<file path="src/rtl/alu_share_arbiter.sv">
// ALU share arbiter: grants the integer ALU to execute or branch/AGU.
// Registers each result and returns it over a valid/ready response.
module alu_share_arbiter #(
  parameter int XLEN       = 32,
  parameter bit FIXED_PRIO = 1'b0
) (
  input  logic            clk,
  input  logic            rst,
  input  logic            req0_valid,
  output logic            req0_ready,
  input  logic [2:0]      req0_alu_op,
  input  logic [XLEN-1:0] req0_in1,
  input  logic [XLEN-1:0] req0_in2,
  input  logic [6:0]      req0_funct7,
  input  logic [4:0]      req0_shamt,
  input  logic            req0_is_r_type,
  input  logic            req1_valid,
  output logic            req1_ready,
  input  logic [2:0]      req1_alu_op,
  input  logic [XLEN-1:0] req1_in1,
  input  logic [XLEN-1:0] req1_in2,
  input  logic [6:0]      req1_funct7,
  input  logic [4:0]      req1_shamt,
  input  logic            req1_is_r_type,
  output logic            rsp0_valid,
  input  logic            rsp0_ready,
  output logic [XLEN-1:0] rsp0_data,
  output logic            rsp1_valid,
  input  logic            rsp1_ready,
  output logic [XLEN-1:0] rsp1_data,
  output logic [2:0]      alu_op,
  output logic [XLEN-1:0] alu_in1,
  output logic [XLEN-1:0] alu_in2,
  output logic [6:0]      alu_funct7,
  output logic [4:0]      alu_shamt,
  output logic            alu_is_r_type,
  input  logic [XLEN-1:0] alu_out,
  output logic            busy
);

  localparam logic S_IDLE = 1'b0;
  localparam logic S_RESP = 1'b1;

  logic state;
  logic owner;
  logic last_grant;
  logic grant;
  logic grant_any;
  logic own_done;
  logic can_accept;
  logic accept;

  // Pick the winner; a tie goes to the requester not served last.
  always_comb begin
    grant_any = !rst && (req0_valid || req1_valid);
    if (req0_valid && req1_valid) begin
      grant = FIXED_PRIO ? 1'b0 : ~last_grant;
    end else begin
      grant = req1_valid;
    end
  end

  // A new op may enter when idle or when the pending result leaves now.
  always_comb begin
    own_done = owner ? (rsp1_valid && rsp1_ready)
                     : (rsp0_valid && rsp0_ready);
    can_accept = (state == S_IDLE) || own_done;
    req0_ready = grant_any && can_accept
              && req0_valid && !grant;
    req1_ready = grant_any && can_accept
              && req1_valid && grant;
    accept = req0_ready || req1_ready;
  end

  // Steer the winner's operation onto the ALU; zeros when nobody asks.
  always_comb begin
    alu_op        = '0;
    alu_in1       = '0;
    alu_in2       = '0;
    alu_funct7    = '0;
    alu_shamt     = '0;
    alu_is_r_type = 1'b0;
    if (grant_any) begin
      if (grant) begin
        alu_op        = req1_alu_op;
        alu_in1       = req1_in1;
        alu_in2       = req1_in2;
        alu_funct7    = req1_funct7;
        alu_shamt     = req1_shamt;
        alu_is_r_type = req1_is_r_type;
      end else begin
        alu_op        = req0_alu_op;
        alu_in1       = req0_in1;
        alu_in2       = req0_in2;
        alu_funct7    = req0_funct7;
        alu_shamt     = req0_shamt;
        alu_is_r_type = req0_is_r_type;
      end
    end
  end

  // Response FSM: capture on accept, release on the owner's handshake.
  always_ff @(posedge clk) begin
    if (rst) begin
      state      <= S_IDLE;
      owner      <= 1'b0;
      last_grant <= 1'b1;
      rsp0_valid <= 1'b0;
      rsp1_valid <= 1'b0;
    end else if (accept) begin
      state      <= S_RESP;
      owner      <= grant;
      last_grant <= grant;
      rsp0_valid <= !grant;
      rsp1_valid <= grant;
    end else if (state == S_RESP && own_done) begin
      state      <= S_IDLE;
      rsp0_valid <= 1'b0;
      rsp1_valid <= 1'b0;
    end
  end

  // Result registers only change when their requester is accepted.
  always_ff @(posedge clk) begin
    if (rst) begin
      rsp0_data <= '0;
      rsp1_data <= '0;
    end else if (accept) begin
      if (grant) rsp1_data <= alu_out;
      else       rsp0_data <= alu_out;
    end
  end

  assign busy = (state == S_RESP);

endmodule
</file>
<file path="config.mk">
export PLATFORM = sky130hd
export DESIGN_NAME = alu_share_arbiter
export DESIGN_NICKNAME = d
export VERILOG_FILES = /design/src/rtl/alu_share_arbiter.sv
export SDC_FILE = /design/constraint.sdc
export NUM_CORES = 1
export LEC_CHECK = 0
export BUFFER_PORTS_ARGS = -buffer_cell sky130_fd_sc_hd__buf_2
export CORE_AREA = 2 2 135 137
export CTS_CLUSTER_SIZE = 30
export DETAILED_ROUTE_END_ITERATION = 10
export DIE_AREA = 0 0 137 139
export GPL_TIMING_DRIVEN = 0
export PLACE_DENSITY = 0.5
export SLEW_MARGIN = 30
export SYNTH_ARGS = -nofsm -noshare
export SYNTH_HDL_FRONTEND = slang
export SYNTH_SLANG_ARGS = --single-unit
</file>
<file path="constraint.sdc">
create_clock -name clk -period 3.45 [get_ports clk]
set_input_delay 0.345 -clock clk [delete_from_list [all_inputs] [get_ports clk]]
set_output_delay 0.345 -clock clk [all_outputs]
set_load 0.01 [all_outputs]
</file>
Word-level counts from Yosys, hierarchy flattened. Index checks and enable logic that the tools add are counted.

Mux-type cells: 18. Bitwise gates (word level): 3. Reductions and logical operators: 18.

Operators with widths (number): $mux W32 (4); $mux W7 (2); $logic_and A1 B1 Y1 (10); $mux W5 (2); $mux W1 (8); $mux W3 (2); $reduce_and A2 Y1 (2); $logic_or A1 B1 Y1 (3); $not A1 Y1 (3); $logic_not A1 Y1 (2); $reduce_bool A2 Y1 (1).

Bits in registers: 69. Bits of input ports: 198. Output and inout port bits: 149. Logic and storage cells: 46.

Longest topological paths before layout. Gate-level depths: netlist (run 1).

Depth in word-level cells: 8. Gate-level depth with buffers: 6. Depth with buffers taken out: 3.

Least setup slack after synthesis (run 1). OpenSTA, ideal clock, no wires.

Path kind: register to output. Start point: reg rsp0_valid. End point: out req0_ready. Arrival time: 1.395 ns. Data required time: 3.105 ns. Slack: 1.710 ns. Cell stages (with the launch flop): 6. Buffers on the path: 2. Cell sequence: dfxtp_1 nand3b_4 a311o_1 buf_6 buf_6 nor2_1.

Cells in the longest elaborated chain, start to end: 6.

Ends and longest elaborated chain: start, declared (RTL line 25) `output logic rsp0_valid,`; start signal, assigned (RTL line 114) `rsp0_valid <= !grant;`; $logic_and A1 B1 Y1 (RTL line 66) `: (rsp0_valid && rsp0_ready);`; $mux W1 (RTL line 65) `own_done = owner ? (rsp1_valid && rsp1_ready)`; $logic_or A1 B1 Y1 (RTL line 67) `can_accept = (state == S_IDLE) || own_done;`; $logic_and A1 B1 Y1 (RTL line 68) `req0_ready = grant_any && can_accept`; $logic_and A1 B1 Y1 (2 in a row) (RTL line 69) `&& req0_valid && !grant;`; end, declared (RTL line 10) `output logic req0_ready,`.

No other way between the ends.

Worst setup path in the final report (run 1).
Start point: reg last_grant. End point: out alu_in2[4].

Cells in the longest elaborated chain, start to end: 4.

Ends and longest elaborated chain: start, declared (RTL line 46) `logic last_grant;`; start signal, assigned (RTL line 113) `last_grant <= grant;`; $not A1 Y1 (RTL line 57) `grant = FIXED_PRIO ? 1'b0 : ~last_grant;`; $mux W1 (RTL line 56) `if (req0_valid && req1_valid) begin`; $mux W32 (RTL line 84) `if (grant) begin`; $mux W32 (RTL line 83) `if (grant_any) begin`; end, declared (RTL line 33) `output logic [XLEN-1:0] alu_in2,`.

No other way between the ends.

==> impl_metrics.toml, run 1 <==
[cts]
h-tree-depth = 3
post_cts_buffers = 0
cts_tree = "yes"
cts_buffers = 9
clkSlewWorstSetupHoldPaths_ps = 60
cts_root_buf = "clkbuf_16"
clk_latency_ps = 330
post_cts_resize_count = 0
clockBufferDepth = 2
clock_sinks = 69
cts_hold_buffers = 0

[worst_setup_path]
worstPathCellList = "a21boi_0 > clkbuf_1 > clkbuf_1 > nand2_1 > a21oi_1 > buf_2"
crit_path_max_incr_delay_ps = 570
critPathMostFrequentCell = "clkbuf_1"
crit_fanout = 10
path_class = "flip-flop to primary output"
arrival_ps = 2490
cp-end-kind = "primary output"
r2r_setup_slack_ps = 1600
critical_path_required_ps = 3110
slowest_stage = "clkbuf_1"
worst_setup_path_start_kind = "flip-flop"

[timing]
maxSlewViolCount = 0
hold_viol = 0
worstMarginPinSlew_ps = 722
finalCritPeriodShare = 0.820
setup_tns_ps = 0
timing.fmax_ghz = 0.353
max_slew_margin = 0.519
finalSetupViolCount = 0
min_period_ps = 2830
skew_ps = 6.04
rsz0062_at_grt = "no"

[global_routing]
use_met2 = 0.338
met3_usage = 0.0636
grt_max_degree = 12
grt_first_pass_wirelength_um = 26700
overflow = 0
grtUsageMet1 = 0.184
busiest_layer = "met2"
grt_util_all_layers = 0.181
grt_pass1_vias = 4923
antenna_found_initial = 5

[power]
p_int_uw = 1760
p_clk_frac = 0.384
switching_share = 0.299
p_leak_uw = 0.00340
power_switching_uw = 748
combPwrFrac = 0.261
ir_drop_mv = 0.277
power_frac_seq = 0.355
power_density_nw_per_um2 = 406

[die]
ios = 347
start_util = 0.217
fp-row-count = 49
die_h_um = 139
die_w_um = 137
dieArea_um2 = 19000
core_um2 = 17700

[yosys]
syn_inst = 543
synth-edff-count = 0
synth-simple-area-share = 0.273
synth_seq_area_share = 0.361
synth_top_family_by_area = "simple AND/OR/NAND/NOR gates"
ys_types = 30
synth_compound_gate_area_share = 0.141
yosys.area_share.xor_xnor = 0
ys_ff_latch = 69
synth-async-reset-ratio = 0
synthMuxAreaShare = 0.167
synth_warnings = 0
syn_area_um2 = 3830
postSynthAreaPerCell_um2 = 7.06
synthAdderAreaFrac = 0
ys.flop_type = "dfxtp_1"
syn_nets = 741

[finish]
fin_nets = 1097
drive_above_1_share = 0.413
syn_to_final_growth_pct = 61.0
fin_cells = 1138

[routing]
drt-total-wl_um = 18400
drtIter0Drc = 89
drc_errors = 0
drtPass1Iterations = 5
num_vias = 4964
wl_per_cell_um = 16.1
final_antenna_net_count = 0
routed_via_density = 4.36

[flow_run]
drv_cap = 0

[place]
portBuffers = 345
hpwl_um = 14900
gp_congestion = 0.859
dp.cells = 1117

[hold_path]
hp-class = "input pin to flip-flop"

[run_status]
status = "finished, final reports clean"
layer usage:
layer	vias up	part of all wire	wire, um
met1	2227	0.36	6660
met3	25	0.099	1810
li1	2500	-	-
met4	0	0.024	432
met2	212	0.51	9450
met5	-	0	0
registers in the layout, summed over array words and instances, names as in the netlist:
register	flops
rsp0_data	32
owner	1
last_grant	1
rsp1_valid	1
busy	1
rsp0_valid	1
rsp1_data	32
critical path, delay by kind of cell (launching register included):
kind,cells,cell delay [ps]
buf+inv,3,1270
compound gates,2,440
flops,1,330
simple gates,1,110
power by group through the flow:
| stage | Clock, uW | Sequential (uW) | Combinational (uW) |
|---|---|---|---|
| 6_report | 962 | 888 | 653 |
| 5_1_grt | 1020 | 896 | 723 |
| 2_1_floorplan | 0 | 930 | 314 |
| 3_3_place_gp | 0 | 904 | 662 |
| 4_1_cts | 987 | 889 | 665 |
| 3_5_place_dp | 0 | 904 | 663 |
worst paths after layout:
check,start,to,cells after the start
min reg2reg,rsp0_data[28],rsp0_data[28],2
max,last_grant,alu_in2[4],6
min,alu_out[23],rsp0_data[23],3
max reg2reg,last_grant,rsp1_data[24],6
synth_stat cells, drive strengths merged (2+ instances only):
library cell  number  share of area
clkbuf            38          0.037
mux2i             64           0.17
nand2            258           0.25
o31ai              2         0.0075
dfxtp             69           0.36
a21oi             81           0.11
o22ai              2         0.0033
inv                3         0.0029
nor2               2         0.0020
nand3              2         0.0039
buf                7          0.017
placed cells by master (no fill, tap or decap), types with 2 or more instances in the layout:
master	count
clkbuf_1	39
clkbuf_16	9
a21oi_1	81
nand2_1	258
diode_2	5
nor2_1	2
mux2i_1	64
buf_2	347
buf_6	5
dfxtp_1	69
o22ai_1	2
inv_1	2
clkbuf_8	3
stage by stage:
| step | setup slack [ps] | utilization | power, uW | hold WS, ps | cell area (um^2) |
|---|---|---|---|---|---|
| finish | 620 | 0.349 | 2500 | 283 | 6170 |
| global route | 474 | 0.349 | 2640 | 283 | 6160 |
| CTS | 545 | 0.349 | 2540 | 270 | 6160 |
| detailed placement | 739 | 0.331 | 1570 | 443 | 5840 |
| global placement | 779 | 0.331 | 1570 | 442 | 5840 |
| floorplan | 1710 | - | 1240 | 479 | 3830 |
layout make-up:
class / count / area [um^2]
fill: 1989 / 11500
multi-input combinational: 426 / 2230
timing repair buffer: 345 / 1730
sequential: 69 / 1380
tap: 229 / 287
clock buffer: 13 / 270
buffer: 45 / 209
clock inverter: 3 / 42.5
antenna: 5 / 12.5
inverter: 3 / 11.3
cells by family after synthesis:
logic type | count (synthesis)
buffers and inverters | 48
AOI/OAI and AO/OA | 94
and+or+nand+nor | 268
muxes | 64
DFF | 69
(Power assumes the default switching activity.)
==> run 2, diff against run 1 <==
Settings changed: ABC_AREA set to 1, CORE_AREA 2 2 135 137 to 2 2 136 138, DIE_AREA 0 0 137 139 to 0 0 138 140, PLACE_DENSITY 0.5 to 0.52.
Clock period 3.45 ns to 2.6 ns, I/O delays scaled along.
==> run 2 against run 1 <==
Effect of this change:
- count of clock-buffer cells in the layout is the same
- non-clock buffer count is 1 higher
- first-iteration DRC count increased by 110%
- sequential power is 30% higher
==> impl_metrics.toml, run 2 <==
[run_status]
status = "finished, final reports clean"

[power]
p_leak_uw = 0.00386
power_density_nw_per_um2 = 512
ir_drop_mv = 0.331
power_frac_seq = 0.356
power_switching_uw = 957
p_clk_frac = 0.394
combPwrFrac = 0.250
p_int_uw = 2270
switching_share = 0.297

[yosys]
syn_nets = 901
syn_inst = 703
syn_area_um2 = 3940
yosysTopAreaCell = "dfxtp_1"
postSynthAreaPerCell_um2 = 5.61
synth_warnings = 0
synth_seq_area_share = 0.350
ys_ff_latch = 69
synth_area_leaders = "dfxtp_1 (35%), nand2_1 (28%), nor2_1 (12%)"
ys.flop_type = "dfxtp_1"
ys_types = 14
synth-edff-count = 0
synth.most_common_cell = "nand2_1"
synth-async-reset-ratio = 0
synth_top_area_share = 0.350
netlist_top_cells_count = "nand2_1 (295), nor2_1 (128), a21oi_1 (85)"

[global_routing]
grt_max_degree = 12
grt_util_all_layers = 0.195
antenna_found_initial = 8
overflow = 0
grt_first_pass_wirelength_um = 29400
grt_pass1_vias = 5238

[routing]
drt-total-wl_um = 19600
final_antenna_net_count = 0
drc_errors = 0
wl_per_cell_um = 15.0
routed_via_density = 4.19
drtPass1Iterations = 5
drtIter0Drc = 190
num_vias = 5451

[finish]
multi_input_area_um2 = 2070
final_common_cell = "buf_2"
num-fill-cells = 2084
fin_cells = 1301
reg_top3 = "rsp0_data (32), rsp1_data (32)"
syn_to_final_growth_pct = 59.7
mostFrequentLayoutCells = "buf_2 (361), nand2_1 (295), nor2_1 (128)"
drive_above_1_share = 0.366
seq_area_um2 = 1380
fin_nets = 1258

[die]
dieArea_um2 = 19300
die_h_um = 140
ios = 347
start_util = 0.222
fp-row-count = 49
core_um2 = 17800
die_w_um = 138

[timing]
max_slew_margin = 0.635
setup_tns_ps = 0
hold_viol = 0
worstMarginPinSlew_ps = 548
skew_ps = 11.0
rsz0062_at_grt = "no"
maxSlewViolCount = 0
finalSetupViolCount = 0
timing.fmax_ghz = 0.434
min_period_ps = 2300
finalCritPeriodShare = 0.886

[cts]
cts_hold_buffers = 0
clockBufferDepth = 2
clk_latency_ps = 330
cts_tree = "yes"
h-tree-depth = 3
cts_root_buf = "clkbuf_16"
clkSlewWorstSetupHoldPaths_ps = 60
clock_sinks = 69
cts_buffers = 9

[worst_setup_path]
path_class = "flip-flop to primary output"
r2r_end = "rsp1_data[18]"
critPathMostFrequentCell = "nand2_1"
cp-end-kind = "primary output"
worst_setup_path_start_kind = "flip-flop"
r2r_setup_slack_ps = 810
slowest_stage = "inv_2"
critical_path_required_ps = 2340
crit_path_max_incr_delay_ps = 320
crit_fanout = 10
arrival_ps = 2040
worstPathCellList = "nand2_1 > nand2_1 > inv_2 > clkbuf_2 > nand2_1 > a21oi_1 > buf_2"
reg2reg_from = "last_grant"
r2r_cells = 8

[place]
dp.cells = 1278
portBuffers = 346
gp_congestion = 0.930
hpwl_um = 16200

[hold_path]
hp-start = "alu_out[29]"
whs_path_depth = 3
hold_path_end = "rsp0_data[29]"
hp-class = "input pin to flip-flop"

[flow_run]
drv_cap = 0
run 2: changes by cell type in the layout (fill, tap and decap cells not counted), sizes merged, moves of 2 or more:
cell	delta
diode	+2
buf	+16
clkbuf	-15
nand2	+37
nand3	+6
mux2i	-64
a21oi	+5
o31ai	-2
o22ai	-2
nor2	+126
inv	+69
run 2: layer usage:
metal | vias to the layer above | wire length [um] | share of wire | track usage
met2 | 214 | 9690 | 0.50 | 0.345
met4 | 0 | 723 | 0.037 | 0.0918
met5 | - | 0 | 0 | 0
met3 | 36 | 1390 | 0.071 | 0.0550
met1 | 2373 | 7770 | 0.40 | 0.216
li1 | 2828 | - | - | -
run 2: metrics by stage:
stage	power, uW	util	setup slack, ps	hold WS, ps	cell area (um^2)
floorplan	1570	-	1140	329	3940
global placement	1980	0.335	299	452	5960
detailed placement	1980	0.335	294	448	5960
CTS	3270	0.353	19.1	161	6270
global route	3410	0.354	71.2	169	6300
finish	3220	0.354	296	168	6300
run 2: layout make-up:
type	count	share of cell area
Antenna cell	7	0.00278
Multi-Input combinational cell	517	0.329
Sequential cell	69	0.219
Buffer	45	0.0354
Timing Repair Buffer	346	0.275
Clock inverter	3	0.00676
Clock buffer	13	0.0429
Inverter	72	0.0429
Tap cell	229	0.0455
run 2: worst max-delay path by stage:
| stage | slack [ps] | to | cells after the start | start |
|---|---|---|---|---|
| final | 300 | alu_in2[27] | 7 | last_grant |
| after detailed placement | 290 | alu_in1[5] | 8 | req0_valid |
| after global placement | 300 | alu_in1[5] | 8 | req0_valid |
| after floorplan | 1140 | alu_funct7[0] | 6 | last_grant |
| after CTS | 20 | alu_in1[5] | 7 | last_grant |
| after global routing | 70 | alu_in1[5] | 7 | last_grant |
run 2: power groups by stage:
stage	logic, uW	registers, uW	clock network (uW)
finish	805	1150	1270
global route	904	1160	1350
detailed placement	811	1170	0
global placement	813	1170	0
floorplan	368	1200	0
CTS	815	1150	1310
run 2: worst max-delay path: cells and delay by family, from the launching register on:
kind,cells,cell delay (ps)
buffers and inverters,3,770
and+or+nand+nor,3,430
AOI/OAI and AO/OA,1,200
DFF,1,310
run 2: cells by family after synthesis:
family,after synthesis,share of synthesized area
buffers and inverters,117,0.124
DFF,69,0.350
AOI/OAI and AO/OA,86,0.112
and+or+nand+nor,431,0.414
run 2: repair_timing:
| item | in CTS | in global routing |
|---|---|---|
| endpoints found under the setup margin | 0 | 19 |
| gates resized for setup | 0 | 8 |
| setup buffers | 0 | 0 |
==> run 3, diff against run 2 <==
Settings changed: PLACE_DENSITY 0.52 to 0.5.
Clock period 2.6 ns to 2.4 ns, I/O delays scaled along.
==> run 3 against run 2 <==
Effect of this change:
- via count grew 0.26%
- first-iteration DRC count grew 14%
- utilization shrank 0.20 points
- routed wire length grew 2.6%
- sequential power grew 8%
- critical path depth shrank 1
- worst setup slack lost 180 ps
- die area is the same
- final area shrank 0.56%
- worst hold slack lost 18 ps
- total power grew 4.5%
- critical path type unchanged
==> impl_metrics.toml, run 3 (same netlist as run 2, synthesis figures left out) <==
[finish]
mostFrequentLayoutCells = "buf_2 (361), nand2_1 (294), nor2_1 (128)"
fin_nets = 1258
syn_to_final_growth_pct = 58.8
drive_above_1_share = 0.365
reg_top3 = "rsp0_data (32), rsp1_data (32)"
fin_cells = 1298
final_common_cell = "buf_2"
num-fill-cells = 2065

[cts]
cts_root_buf = "clkbuf_16"
clkSlewWorstSetupHoldPaths_ps = 50
cts_buffers = 9
clk_latency_ps = 330
clock_sinks = 69
clockBufferDepth = 2
h-tree-depth = 3
cts_tree = "yes"
cts_hold_buffers = 0

[timing]
maxSlewViolCount = 0
setup_tns_ps = 0
finalSetupViolCount = 0
rsz0062_at_grt = "no"
timing.fmax_ghz = 0.439
hold_viol = 0
min_period_ps = 2280
max_slew_margin = 0.612
finalCritPeriodShare = 0.950
skew_ps = 3.23
worstMarginPinSlew_ps = 582

[worst_setup_path]
arrival_ps = 2040
cp-end-kind = "primary output"
critical_path_required_ps = 2160
critPathMostFrequentCell = "nand2_1"
r2r_setup_slack_ps = 840
cp.depth = 6
crit_buf_inv = 2
crit_family = "buffers and inverters"
path_class = "flip-flop to primary output"
worst_setup_path_start_kind = "flip-flop"
crit_fanout = 10
crit_path_max_incr_delay_ps = 430
critPathLaunch = "last_grant"
reg2reg_from = "last_grant"
critPathCapture = "alu_in1[26]"
worstPathCellList = "nand2_1 > nand2_2 > clkbuf_1 > nand2_1 > a21oi_1 > buf_2"
slowest_stage = "clkbuf_1"
r2r_cells = 8
r2r_end = "rsp1_data[9]"

[power]
p_clk_frac = 0.371
switching_share = 0.304
ir_drop_mv = 0.344
power_switching_uw = 1020
power_density_nw_per_um2 = 538
power_frac_seq = 0.369
combPwrFrac = 0.260
p_int_uw = 2340
p_leak_uw = 0.00384

[global_routing]
grtUsageMet1 = 0.239
overflow = 0
grt_first_pass_wirelength_um = 30400
grt_pass1_vias = 5322
use_met2 = 0.335
antenna_found_initial = 7
busiest_layer = "met2"
grt_util_all_layers = 0.201
met3_usage = 0.0790
grt_max_degree = 11

[place]
portBuffers = 346
gp_congestion = 0.910
dp.cells = 1278
hpwl_um = 16500

[die]
die_h_um = 140
dieArea_um2 = 19300
ios = 347
core_um2 = 17800
fp-row-count = 49
start_util = 0.222
die_w_um = 138

[routing]
drt-total-wl_um = 20100
wl_per_cell_um = 15.5
drc_errors = 0
drtPass1Iterations = 4
final_antenna_net_count = 0
num_vias = 5465
routed_via_density = 4.21
drtIter0Drc = 216

[flow_run]
drv_cap = 0

[run_status]
status = "finished, final reports clean"

[hold_path]
hp-class = "input pin to flip-flop"
## run 3: routing by layer
metal	up-vias	part of all wire
li1	2828	-
met1	2384	0.42
met2	225	0.47
met3	24	0.098
met4	4	0.017
met5	-	0.0013
## run 3: power by group through the flow
stage                     combinational [uW]  clock, uW  sequential (uW)
after global routing                     979       1340             1250
after global placement                   880          0             1270
after CTS                                883       1290             1250
after floorplan                          399          0             1300
final                                    875       1250             1240
after detailed placement                 877          0             1270
## run 3: metrics by stage
step	instance area, um^2	power (uW)	utilization	hold slack, ps	setup slack, ps
floorplan	3940	1700	-	309	961
global placement	5960	2150	0.335	440	206
detailed placement	5960	2150	0.335	446	198
CTS	6250	3420	0.352	140	146
global route	6260	3570	0.352	147	3.46
finish	6260	3370	0.352	150	120
## run 3: worst min-delay path by stage
stage	to	start	slack, ps	depth (start not counted)
2_1_floorplan	busy	rst	310	1
3_3_place_gp	last_grant	last_grant	440	2
3_5_place_dp	last_grant	last_grant	450	2
4_1_cts	rsp0_data[7]	alu_out[7]	140	3
5_1_grt	rsp0_data[7]	alu_out[7]	150	3
6_report	rsp0_data[7]	alu_out[7]	150	3
## run 3: repair_timing
action	4_1_cts	5_1_grt
setup endpoints to repair	30	0
gates resized for setup	5	0
setup buffers	0	0
## run 3: final cells by class
cell class | instances | area [um^2] | share of cell area
clock inverters | 1 | 5.00 | 0.000799
diodes | 5 | 12.5 | 0.00200
flip-flops and latches | 69 | 1380 | 0.221
plain buffers | 45 | 221 | 0.0354
well taps | 229 | 287 | 0.0458
multi-input cells | 517 | 2080 | 0.332
clock buffers | 14 | 274 | 0.0438
repair buffers | 346 | 1730 | 0.277
inverters | 72 | 273 | 0.0436
## run 3: worst register-to-register path, cell delays in order, from the launching register on
cell and delay (ps):
dfxtp_1 310, nand2_1 90, nand2_2 180, inv_4 200, nand3_2 160, buf_6 190, buf_4 180, nor2_1 100
nor2_1 50
